==> src/rtl/p16_fp32_conv_arb.sv <==
// p16_fp32_conv_arb: shares one combinational posit16 (es=1) to fp32 converter between NREQ
// requesters. It uses round-robin arbitration and a two-stage valid/ready pipeline.
//   S1 holds the granted posit and its requester id.
//   S2 holds the fp32 result and its id, and drives rsp_*.
// The controller handles zero and NaR, because the datapath does not cover them.
//
// Ports:
//   clk, rst            clock, asynchronous active-high reset
//   req_valid/req_data  per-requester request (16-bit posit per requester)
//   req_ready           per-requester accept (one-hot or zero)
//   rsp_valid/ready     result handshake; rsp_data = fp32, rsp_id = owning requester
//   busy                either pipeline stage holds data
// Optional (macro P16_CONV_STATS_EN):
//   stat_conv           saturating count of response handshakes
//   stat_nar            saturating count of handshaked results that came from NaR
module p16_fp32_conv_arb #(
  parameter int unsigned NREQ = 4,
  parameter int unsigned IDW  = 2
) (
  input  logic                 clk,
  input  logic                 rst,
  input  logic [NREQ-1:0]      req_valid,
  input  logic [16*NREQ-1:0]   req_data,
  output logic [NREQ-1:0]      req_ready,
  output logic                 rsp_valid,
  input  logic                 rsp_ready,
  output logic [31:0]          rsp_data,
  output logic [IDW-1:0]       rsp_id,
  output logic                 busy
`ifdef P16_CONV_STATS_EN
  ,
  output logic [15:0]          stat_conv,
  output logic [15:0]          stat_nar
`endif
);

  logic            s1_vld_q, s1_vld_d;
  logic [15:0]     s1_data_q, s1_data_d;
  logic [IDW-1:0]  s1_id_q, s1_id_d;
  logic            s2_vld_q, s2_vld_d;
  logic [31:0]     s2_data_q, s2_data_d;
  logic [IDW-1:0]  s2_id_q, s2_id_d;
  logic [IDW-1:0]  ptr_q, ptr_d;

  logic            s2_adv, s1_load, hs, rsp_hs;
  logic            gnt_any;
  logic [IDW-1:0]  gnt_idx;
  logic [15:0]     gnt_data;
  int unsigned     idx;

  // Pipeline advance
  always_comb begin
    s2_adv  = s1_vld_q && (!s2_vld_q || rsp_ready);
    s1_load = !s1_vld_q || s2_adv;
    rsp_hs  = s2_vld_q && rsp_ready;
  end

  // Round-robin search starting at ptr_q, wrapping modulo NREQ
  always_comb begin
    gnt_any = 1'b0;
    gnt_idx = '0;
    idx     = 0;
    for (int unsigned off = 0; off < NREQ; off++) begin
      idx = 32'(ptr_q) + off;
      if (idx >= NREQ) idx = idx - NREQ;
      if (!gnt_any && req_valid[idx]) begin
        gnt_any = 1'b1;
        gnt_idx = IDW'(idx);
      end
    end
  end

  always_comb begin
    gnt_data = '0;
    for (int unsigned i = 0; i < NREQ; i++) begin
      if (gnt_idx == IDW'(i)) gnt_data = req_data[16*i +: 16];
    end
  end

  always_comb begin
    hs = gnt_any && s1_load;
    // rst gating keeps req_ready low for the whole reset, not only after an edge
    req_ready = (hs && !rst) ? (NREQ'(1) << gnt_idx) : '0;
    ptr_d = ptr_q;
    if (hs) ptr_d = (gnt_idx == IDW'(NREQ - 1)) ? '0 : gnt_idx + IDW'(1);
  end

  // Posit16 (es=1) decode of the S1 operand
  logic [15:0] mag;
  logic [4:0]  run;
  logic        stop;
  logic [14:0] tail;
  logic [7:0]  exp8;
  logic        p_zero, p_nar;
  logic [31:0] conv;

  always_comb begin
    p_zero = (s1_data_q == 16'h0000);
    p_nar  = (s1_data_q == 16'h8000);
    mag    = s1_data_q[15] ? (~s1_data_q + 16'd1) : s1_data_q;
    run    = 5'd0;
    stop   = 1'b0;
    for (int i = 14; i >= 0; i--) begin
      if (!stop && (mag[i] == mag[14])) run = run + 5'd1;
      else stop = 1'b1;
    end
    // Drop regime and terminator: tail[14] is the exponent bit, tail[13:0] the fraction.
    // A full-length regime shifts everything out, giving e=0 and an empty fraction.
    tail = mag[14:0] << (run + 5'd1);
    if (mag[14]) exp8 = 8'd125 + {2'b00, run, 1'b0} + {7'd0, tail[14]};  // k = run-1
    else         exp8 = 8'd127 - {2'b00, run, 1'b0} + {7'd0, tail[14]};  // k = -run
    if (p_zero)     conv = 32'h0000_0000;
    else if (p_nar) conv = 32'h7FC0_0000;
    else            conv = {s1_data_q[15], exp8, tail[13:0], 9'd0};
  end

  always_comb begin
    s1_vld_d  = s1_load ? hs : s1_vld_q;
    s1_data_d = (s1_load && hs) ? gnt_data : s1_data_q;
    s1_id_d   = (s1_load && hs) ? gnt_idx : s1_id_q;
    s2_vld_d  = s2_adv ? 1'b1 : (rsp_hs ? 1'b0 : s2_vld_q);
    s2_data_d = s2_adv ? conv : s2_data_q;
    s2_id_d   = s2_adv ? s1_id_q : s2_id_q;
  end

`ifdef P16_CONV_STATS_EN
  logic        s2_nar_q, s2_nar_d;
  logic [15:0] stat_conv_q, stat_conv_d;
  logic [15:0] stat_nar_q, stat_nar_d;

  always_comb begin
    s2_nar_d    = s2_adv ? p_nar : s2_nar_q;
    stat_conv_d = stat_conv_q;
    stat_nar_d  = stat_nar_q;
    if (rsp_hs && (stat_conv_q != 16'hFFFF)) stat_conv_d = stat_conv_q + 16'd1;
    if (rsp_hs && s2_nar_q && (stat_nar_q != 16'hFFFF)) stat_nar_d = stat_nar_q + 16'd1;
  end

  always_ff @(posedge clk or posedge rst) begin
    if (rst) begin
      s2_nar_q    <= 1'b0;
      stat_conv_q <= '0;
      stat_nar_q  <= '0;
    end else begin
      s2_nar_q    <= s2_nar_d;
      stat_conv_q <= stat_conv_d;
      stat_nar_q  <= stat_nar_d;
    end
  end

  assign stat_conv = stat_conv_q;
  assign stat_nar  = stat_nar_q;
`endif

  always_ff @(posedge clk or posedge rst) begin
    if (rst) begin
      s1_vld_q  <= 1'b0;
      s1_data_q <= '0;
      s1_id_q   <= '0;
      s2_vld_q  <= 1'b0;
      s2_data_q <= '0;
      s2_id_q   <= '0;
      ptr_q     <= '0;
    end else begin
      s1_vld_q  <= s1_vld_d;
      s1_data_q <= s1_data_d;
      s1_id_q   <= s1_id_d;
      s2_vld_q  <= s2_vld_d;
      s2_data_q <= s2_data_d;
      s2_id_q   <= s2_id_d;
      ptr_q     <= ptr_d;
    end
  end

  always_comb begin
    rsp_valid = s2_vld_q;
    rsp_data  = s2_data_q;
    rsp_id    = s2_id_q;
    busy      = s1_vld_q || s2_vld_q;
  end

endmodule
==> config.mk <==
export PLATFORM = sky130hd
export DESIGN_NAME = p16_fp32_conv_arb
export DESIGN_NICKNAME = d
export VERILOG_FILES = /design/src/rtl/p16_fp32_conv_arb.sv
export SDC_FILE = /design/constraint.sdc
export NUM_CORES = 1
export LEC_CHECK = 0
export ABC_AREA = 1
export CAP_MARGIN = 20
export CORE_MARGIN = 2
export CORE_UTILIZATION = 53
export DETAILED_ROUTE_END_ITERATION = 8
export GPL_TIMING_DRIVEN = 0
export PLACE_DENSITY = 0.88
export SYNTH_ARGS = -nofsm -noshare
export SYNTH_HDL_FRONTEND = slang
export SYNTH_SLANG_ARGS = --single-unit
export TNS_END_PERCENT = 20
==> constraint.sdc <==
create_clock -name clk -period 10.2 [get_ports clk]
set_input_delay 2.04 -clock clk [delete_from_list [all_inputs] [get_ports clk]]
set_output_delay 2.04 -clock clk [all_outputs]
set_load 0.05 [all_outputs]
==> metrics.md, run 1 <==
| Metric | Value |
|---|---|
| Outcome | complete, no violations |
| Clk sinks | 47 |
| Io pins | 111 |
| Cell area after synthesis | 0.00514 mm² |
| Final setup violation count | 0 |
| # port buffers | 101 |
| Mapped Cells | 830 |
| Clock-pin slew on the worst setup and hold paths | 0.08 ns |
| Layout net count | 1036 |
| First-pass GRT wire length | 21700 µm |
| WL/cell | 12.2 µm |
| Clock Skews | 0.00939 ns |
| Crit end category | flop |
| Total Routing Usage GR | 25.2% |
| Relative slew slack | 55.0% |
| Post-synth EDFFs | 0 |
| Die area | 0.0105 mm² |
| Netlist cell types | 46 |
| Most common cell in the netlist | nand2_1 |
| Clk buf depth | 2 |
| Post-route DRC | 0 |
| Chip Height | 102 µm |
| Max incr delay on CP | 0.39 ns |
| Worst Path Required | 10.40 ns |
| CP startpoint kind | flop |
| CTS tree | done |
| Placer Congestion | 0.967 |
| Initial Util | 55.1% |
| Iter 0 DRT Violations | 204 |
| Final Routed Wirelength | 13100 µm |
| Final period utilization | 91.7% |
| Unrepaired setup endpoints after global routing | false |
| Clock buffer count from CTS | 5 |
| Initial antenna violation count | 0 |
| FMAX | 107 MHz |
| CP Data Arrival Time | 9.55 ns |
| Core footprint | 0.00933 mm² |
| Seq/Total Area, Yosys | 22.9% |
| Root Buffer | clkbuf_8 |
| Post-DRT Antenna Nets | 0 |
| Ys Warns | 0 |
| CTS Hold Bufs | 0 |
| Vias/cell | 5.25 |
| Crit Path Category | flop to flop |
| Post-detail-place hpwl | 10800 µm |
| Die X | 102 µm |
| Std-Cell Rows | 35 |
| Top cells by count, synth | 261 x nand2_1, 94 x inv_1, 75 x nand3_1, 68 x o21ai_0, 47 x dfrtp_1 |
| Crit-path slowest cell | dfrtp_1 |
| Number of fillers in the final layout | 819 |
| Vias | 5652 |
| Worst-Skew Late Latency | 0.30 ns |
| Htree depth | 2 |
| Worst slew pin tran | 0.667 ns |
| DRT Pass-1 Iters | 5 |
| Worst Hold Class | flop to flop |
| # diodes | 0 |
| Grt total ovfl | 0 |
| Final min period | 9.35 ns |
| Vias in the first global route | 5265 |
| Yosys top cell by area | dfrtp_1 |
| Max Slew Vio Count | 0 |
| Register Area | 0.00118 mm² |
| Avg Cell Area, Syn | 6.19 µm² |
| Area contributors post-synth | dfrtp_1 23%, nand2_1 19%, nand3_1 7.3% |
| Area delta synth->final | 25.9% |
| Sum Neg Setup Slack | 0 ns |
| #FFs+latches synth | 47 |
| Top cell type's share of synthesized area | 22.9% |
| Async set-reset flop share out of synthesis | 100% |
| Crit Path Max Fanout | 10 |
| Fin. Hold Viols | 0 |
| Largest net degree at the start of global routing | 26 |
| Post_cts resized | 0 |
| Max cap viols | 0 |
| Most used cell, CP | nand2_1 |
| Layout cells sized above 1 | 10.8% |
| Post-CTS setup buffer count | 0 |
| Multi-input logic area | 0.00337 mm² |
| Top FF cell, synth | dfrtp_1 |
-- sequential cells by signal, summed over array words and instances (netlist names) --
register and cells:
rsp_id 2, s1_data_q 16, s1_id_q 2, rsp_valid 1, s1_vld_q 1, ptr_q 2, rsp_data 23
-- critical path, delay by kind of cell, from the launching register on --
family          cells  cell delay [ns]
fa+ha+maj          12             3.30
buf+inv             7             0.64
simple gates       41             4.36
compound gates      2             0.56
flops               1             0.39
-- per-stage QoR --
| stage | std cells | worst slack, ns | area, µm² | utilization (%) | hold WS (ns) |
|---|---|---|---|---|---|
| global placement | 1068 | 0.944 | 6340 | 68.0 | 0.463 |
| CTS | 1076 | 0.803 | 6470 | 69.4 | 0.487 |
| finish | 1076 | 0.846 | 6470 | 69.4 | 0.485 |
| global route | 1076 | 0.0743 | 6470 | 69.4 | 0.512 |
| detailed placement | 1069 | 0.835 | 6370 | 68.3 | 0.465 |
| floorplan | 838 | 1.67 | 5170 | - | 0.442 |
-- layer usage --
metal | share of wire, % | GRT usage (%) | up-vias
li1 | - | - | 2914
met1 | 42 | 28.7 | 2521
met2 | 50 | 47.0 | 194
met3 | 6.6 | 4.81 | 23
met4 | 1.7 | 8.10 | 0
met5 | 0 | 0 | -
-- final timing paths --
kind / endpoint / startpoint / slack, ns / cells past startpoint
setup / recovery: rsp_data[26] / s1_data_q[0] / 0.85 / 62
setup reg to reg: rsp_data[26] / s1_data_q[0] / 0.85 / 62
min in group asynchronous: rsp_data[15] / rst / 2.10 / 2
hold reg to reg: rsp_data[29] / rsp_data[29] / 0.49 / 2
hold / removal: rsp_data[29] / rsp_data[29] / 0.49 / 2
max in group asynchronous: s1_data_q[12] / rst / 7.59 / 3
-- final cells by class --
cell class,instances,share of cell area [%]
multi-input cells,642,52.1
flip-flops and latches,47,18.2
repair buffers,102,16.0
inverters,110,6.40
plain buffers,39,3.25
well taps,129,2.49
clock buffers,6,1.12
clock inverters,1,0.464
-- logic make-up after synthesis --
kind of cell | after synthesis | share of synthesized area (%)
compound gates | 151 | 17.1
xor+xnor | 11 | 2.17
fa+ha+maj | 18 | 4.38
buf+inv | 149 | 12.1
flops | 47 | 22.9
mux | 6 | 1.17
other cells | 1 | 0.0729
simple gates | 447 | 40.1
-- placed cells by master, fill, tap and decap left out, types with 4 or more instances in the layout --
cell               n
nand2_1          261
clkdlybuf4s50_1  101
inv_1             93
nand3_1           75
o21ai_0           68
dfrtp_1           47
nor2_1            41
a21oi_1           24
o211ai_1          22
clkbuf_1          20
o21ai_1           19
ha_1              18
nand2_2           16
inv_2             14
nand3_2           11
buf_4             11
nand4_1           10
nor2_2             9
conb_1             9
xor2_1             8
mux2i_1            6
nor2_4             5
or2_2              5
a32o_1             5
buf_2              5
clkbuf_8           5
nand2_4            4
Power of run 1 is left out: the tool's default activity adds up to more than one toggle a clock period on the data nets, which glitch-free logic cannot reach.
==> inputs of run 2 (changes only) <==
CORE_ASPECT_RATIO = 1.2   (was unset)
CORE_UTILIZATION = 55   (was 53)
DONT_BUFFER_PORTS = 1   (was unset)
PLACE_DENSITY = 0.75   (was 0.88)
==> metrics.md, run 2 (synthesized netlist as in run 1, its figures left out) <==
| Metric | Value |
|---|---|
| Outcome | complete, no violations |
| Final period utilization | 92.2% |
| Die area | 0.0101 mm² |
| Vias in the first global route | 5005 |
| Most used cell, CP | nand2_1 |
| Grt total ovfl | 0 |
| Worst slew pin tran | 0.906 ns |
| Area delta synth->final | 6.21% |
| Hold WS | 0.491 ns |
| Post-route DRC | 0 |
| Final Routed Wirelength | 13200 µm |
| Placer Congestion | 0.905 |
| Crit Path Category | flop to flop |
| Crit end category | flop |
| Clock-pin slew on the worst setup and hold paths | 0.10 ns |
| DRT Pass-1 Iters | 5 |
| Max incr delay on CP | 0.40 ns |
| Unrepaired setup endpoints after global routing | false |
| Htree depth | 2 |
| Final Cell Area | 0.00546 mm² |
| Max FFs per register | 23 |
| Commonest cells after routing, fill and taps aside | 261 x nand2_1, 93 x inv_1, 75 x nand3_1, 68 x o21ai_0, 47 x dfrtp_1 |
| Largest net degree at the start of global routing | 33 |
| Sum Neg Setup Slack | 0 ns |
| Clock buffer count from CTS | 5 |
| Crit-path slowest cell | dfrtp_1 |
| Max Slew Vio Count | 0 |
| Final setup violation count | 0 |
| Fin. Hold Viols | 0 |
| Initial antenna violation count | 0 |
| Layout cells sized above 1 | 12.4% |
| Clock Skews | 0.0121 ns |
| Layout net count | 935 |
| Io pins | 111 |
| Max cap viols | 0 |
| # diodes | 0 |
| Die X | 92.3 µm |
| Vias | 5329 |
| Clk buf depth | 2 |
| CTS Hold Bufs | 0 |
| Core footprint | 0.00908 mm² |
| Worst Path Required | 10.42 ns |
| CP startpoint kind | flop |
| Iter 0 DRT Violations | 315 |
| Std-Cell Rows | 38 |
| Most common cell after layout, fill and taps aside | nand2_1 |
| Vias/cell | 5.51 |
| FMAX | 106 MHz |
| CTS tree | done |
| # port buffers | 0 |
| Post-DRT Antenna Nets | 0 |
| CP Data Arrival Time | 9.62 ns |
| Worst-Skew Late Latency | 0.32 ns |
| Relative slew slack | 39.4% |
| Final min period | 9.41 ns |
| Chip Height | 110 µm |
| Crit Path Max Fanout | 10 |
| Setup slack after layout | 0.795 ns |
| Root Buffer | clkbuf_8 |
| WL/cell | 13.7 µm |
| Initial Util | 56.6% |
| Worst Hold Class | flop to flop |
| Post-detail-place hpwl | 11000 µm |
| First-pass GRT wire length | 21900 µm |
| Total Routing Usage GR | 26.1% |
| Placed instance area | 0.00534 mm² |
| Clk sinks | 47 |
| Worst slack at placement | 0.719 ns |
==> run 2: cell types whose count changed in the layout (fill, tap and decap cells not counted) <==
cell / before / now
clkdlybuf4s50_1: 101 / 0
buf_12: 0 / 1
clkinv_4: 0 / 1
inv_6: 0 / 1
clkbuf_1: 20 / 18
buf_16: 1 / 0
clkbuf_2: 1 / 2
==> run 2: worst paths after layout <==
check,startpoint,end,slack [ns],cells past startpoint
max,s1_data_q[0],rsp_data[27],0.79,63
min,s1_id_q[1],rsp_id[1],0.49,2
min reg2reg,s1_id_q[1],rsp_id[1],0.49,2
min in group asynchronous,rst,rsp_data[14],1.58,1
max in group asynchronous,rst,s1_data_q[2],8.13,2
max reg2reg,s1_data_q[0],rsp_data[27],0.79,63
==> run 2: per-stage QoR <==
stage	utilization, %	instances
final	60.1	967
after global routing	60.1	967
after CTS	60.1	967
after detailed placement	58.8	959
after global placement	58.6	958
after floorplan	-	838
==> run 2: final cells by class <==
class	count	area, µm²
repair buffers	1	20.0
plain buffers	39	211
inverters	110	414
clock buffers	5	68.8
well taps	120	150
multi-input cells	642	3370
clock inverters	3	47.5
flip-flops and latches	47	1180
fillers	881	3620
==> run 2: repair_timing <==
item,4_1_cts,5_1_grt
resized for setup,0,4
setup endpoints to repair,0,6
buffers inserted,0,0
==> run 2: worst max-delay path, delay by kind of cell (launching register included) <==
family                   cells  cell delay (ns)
adder cells (fa/ha/maj)     12             3.32
AND/OR/NAND/NOR             38             4.07
AO/OA/AOI/OAI                4             0.59
buffers and inverters        9             0.92
flip-flops                   1             0.40
==> run 2: routing by layer <==
| layer | share of wire, % | GRT usage [%] |
|---|---|---|
| met1 | 41 | 30.2 |
| met2 | 53 | 50.4 |
| met3 | 4.1 | 2.74 |
| met4 | 2.2 | 8.10 |
| met5 | 0 | 0 |
Power of run 2 is left out for the same reason.
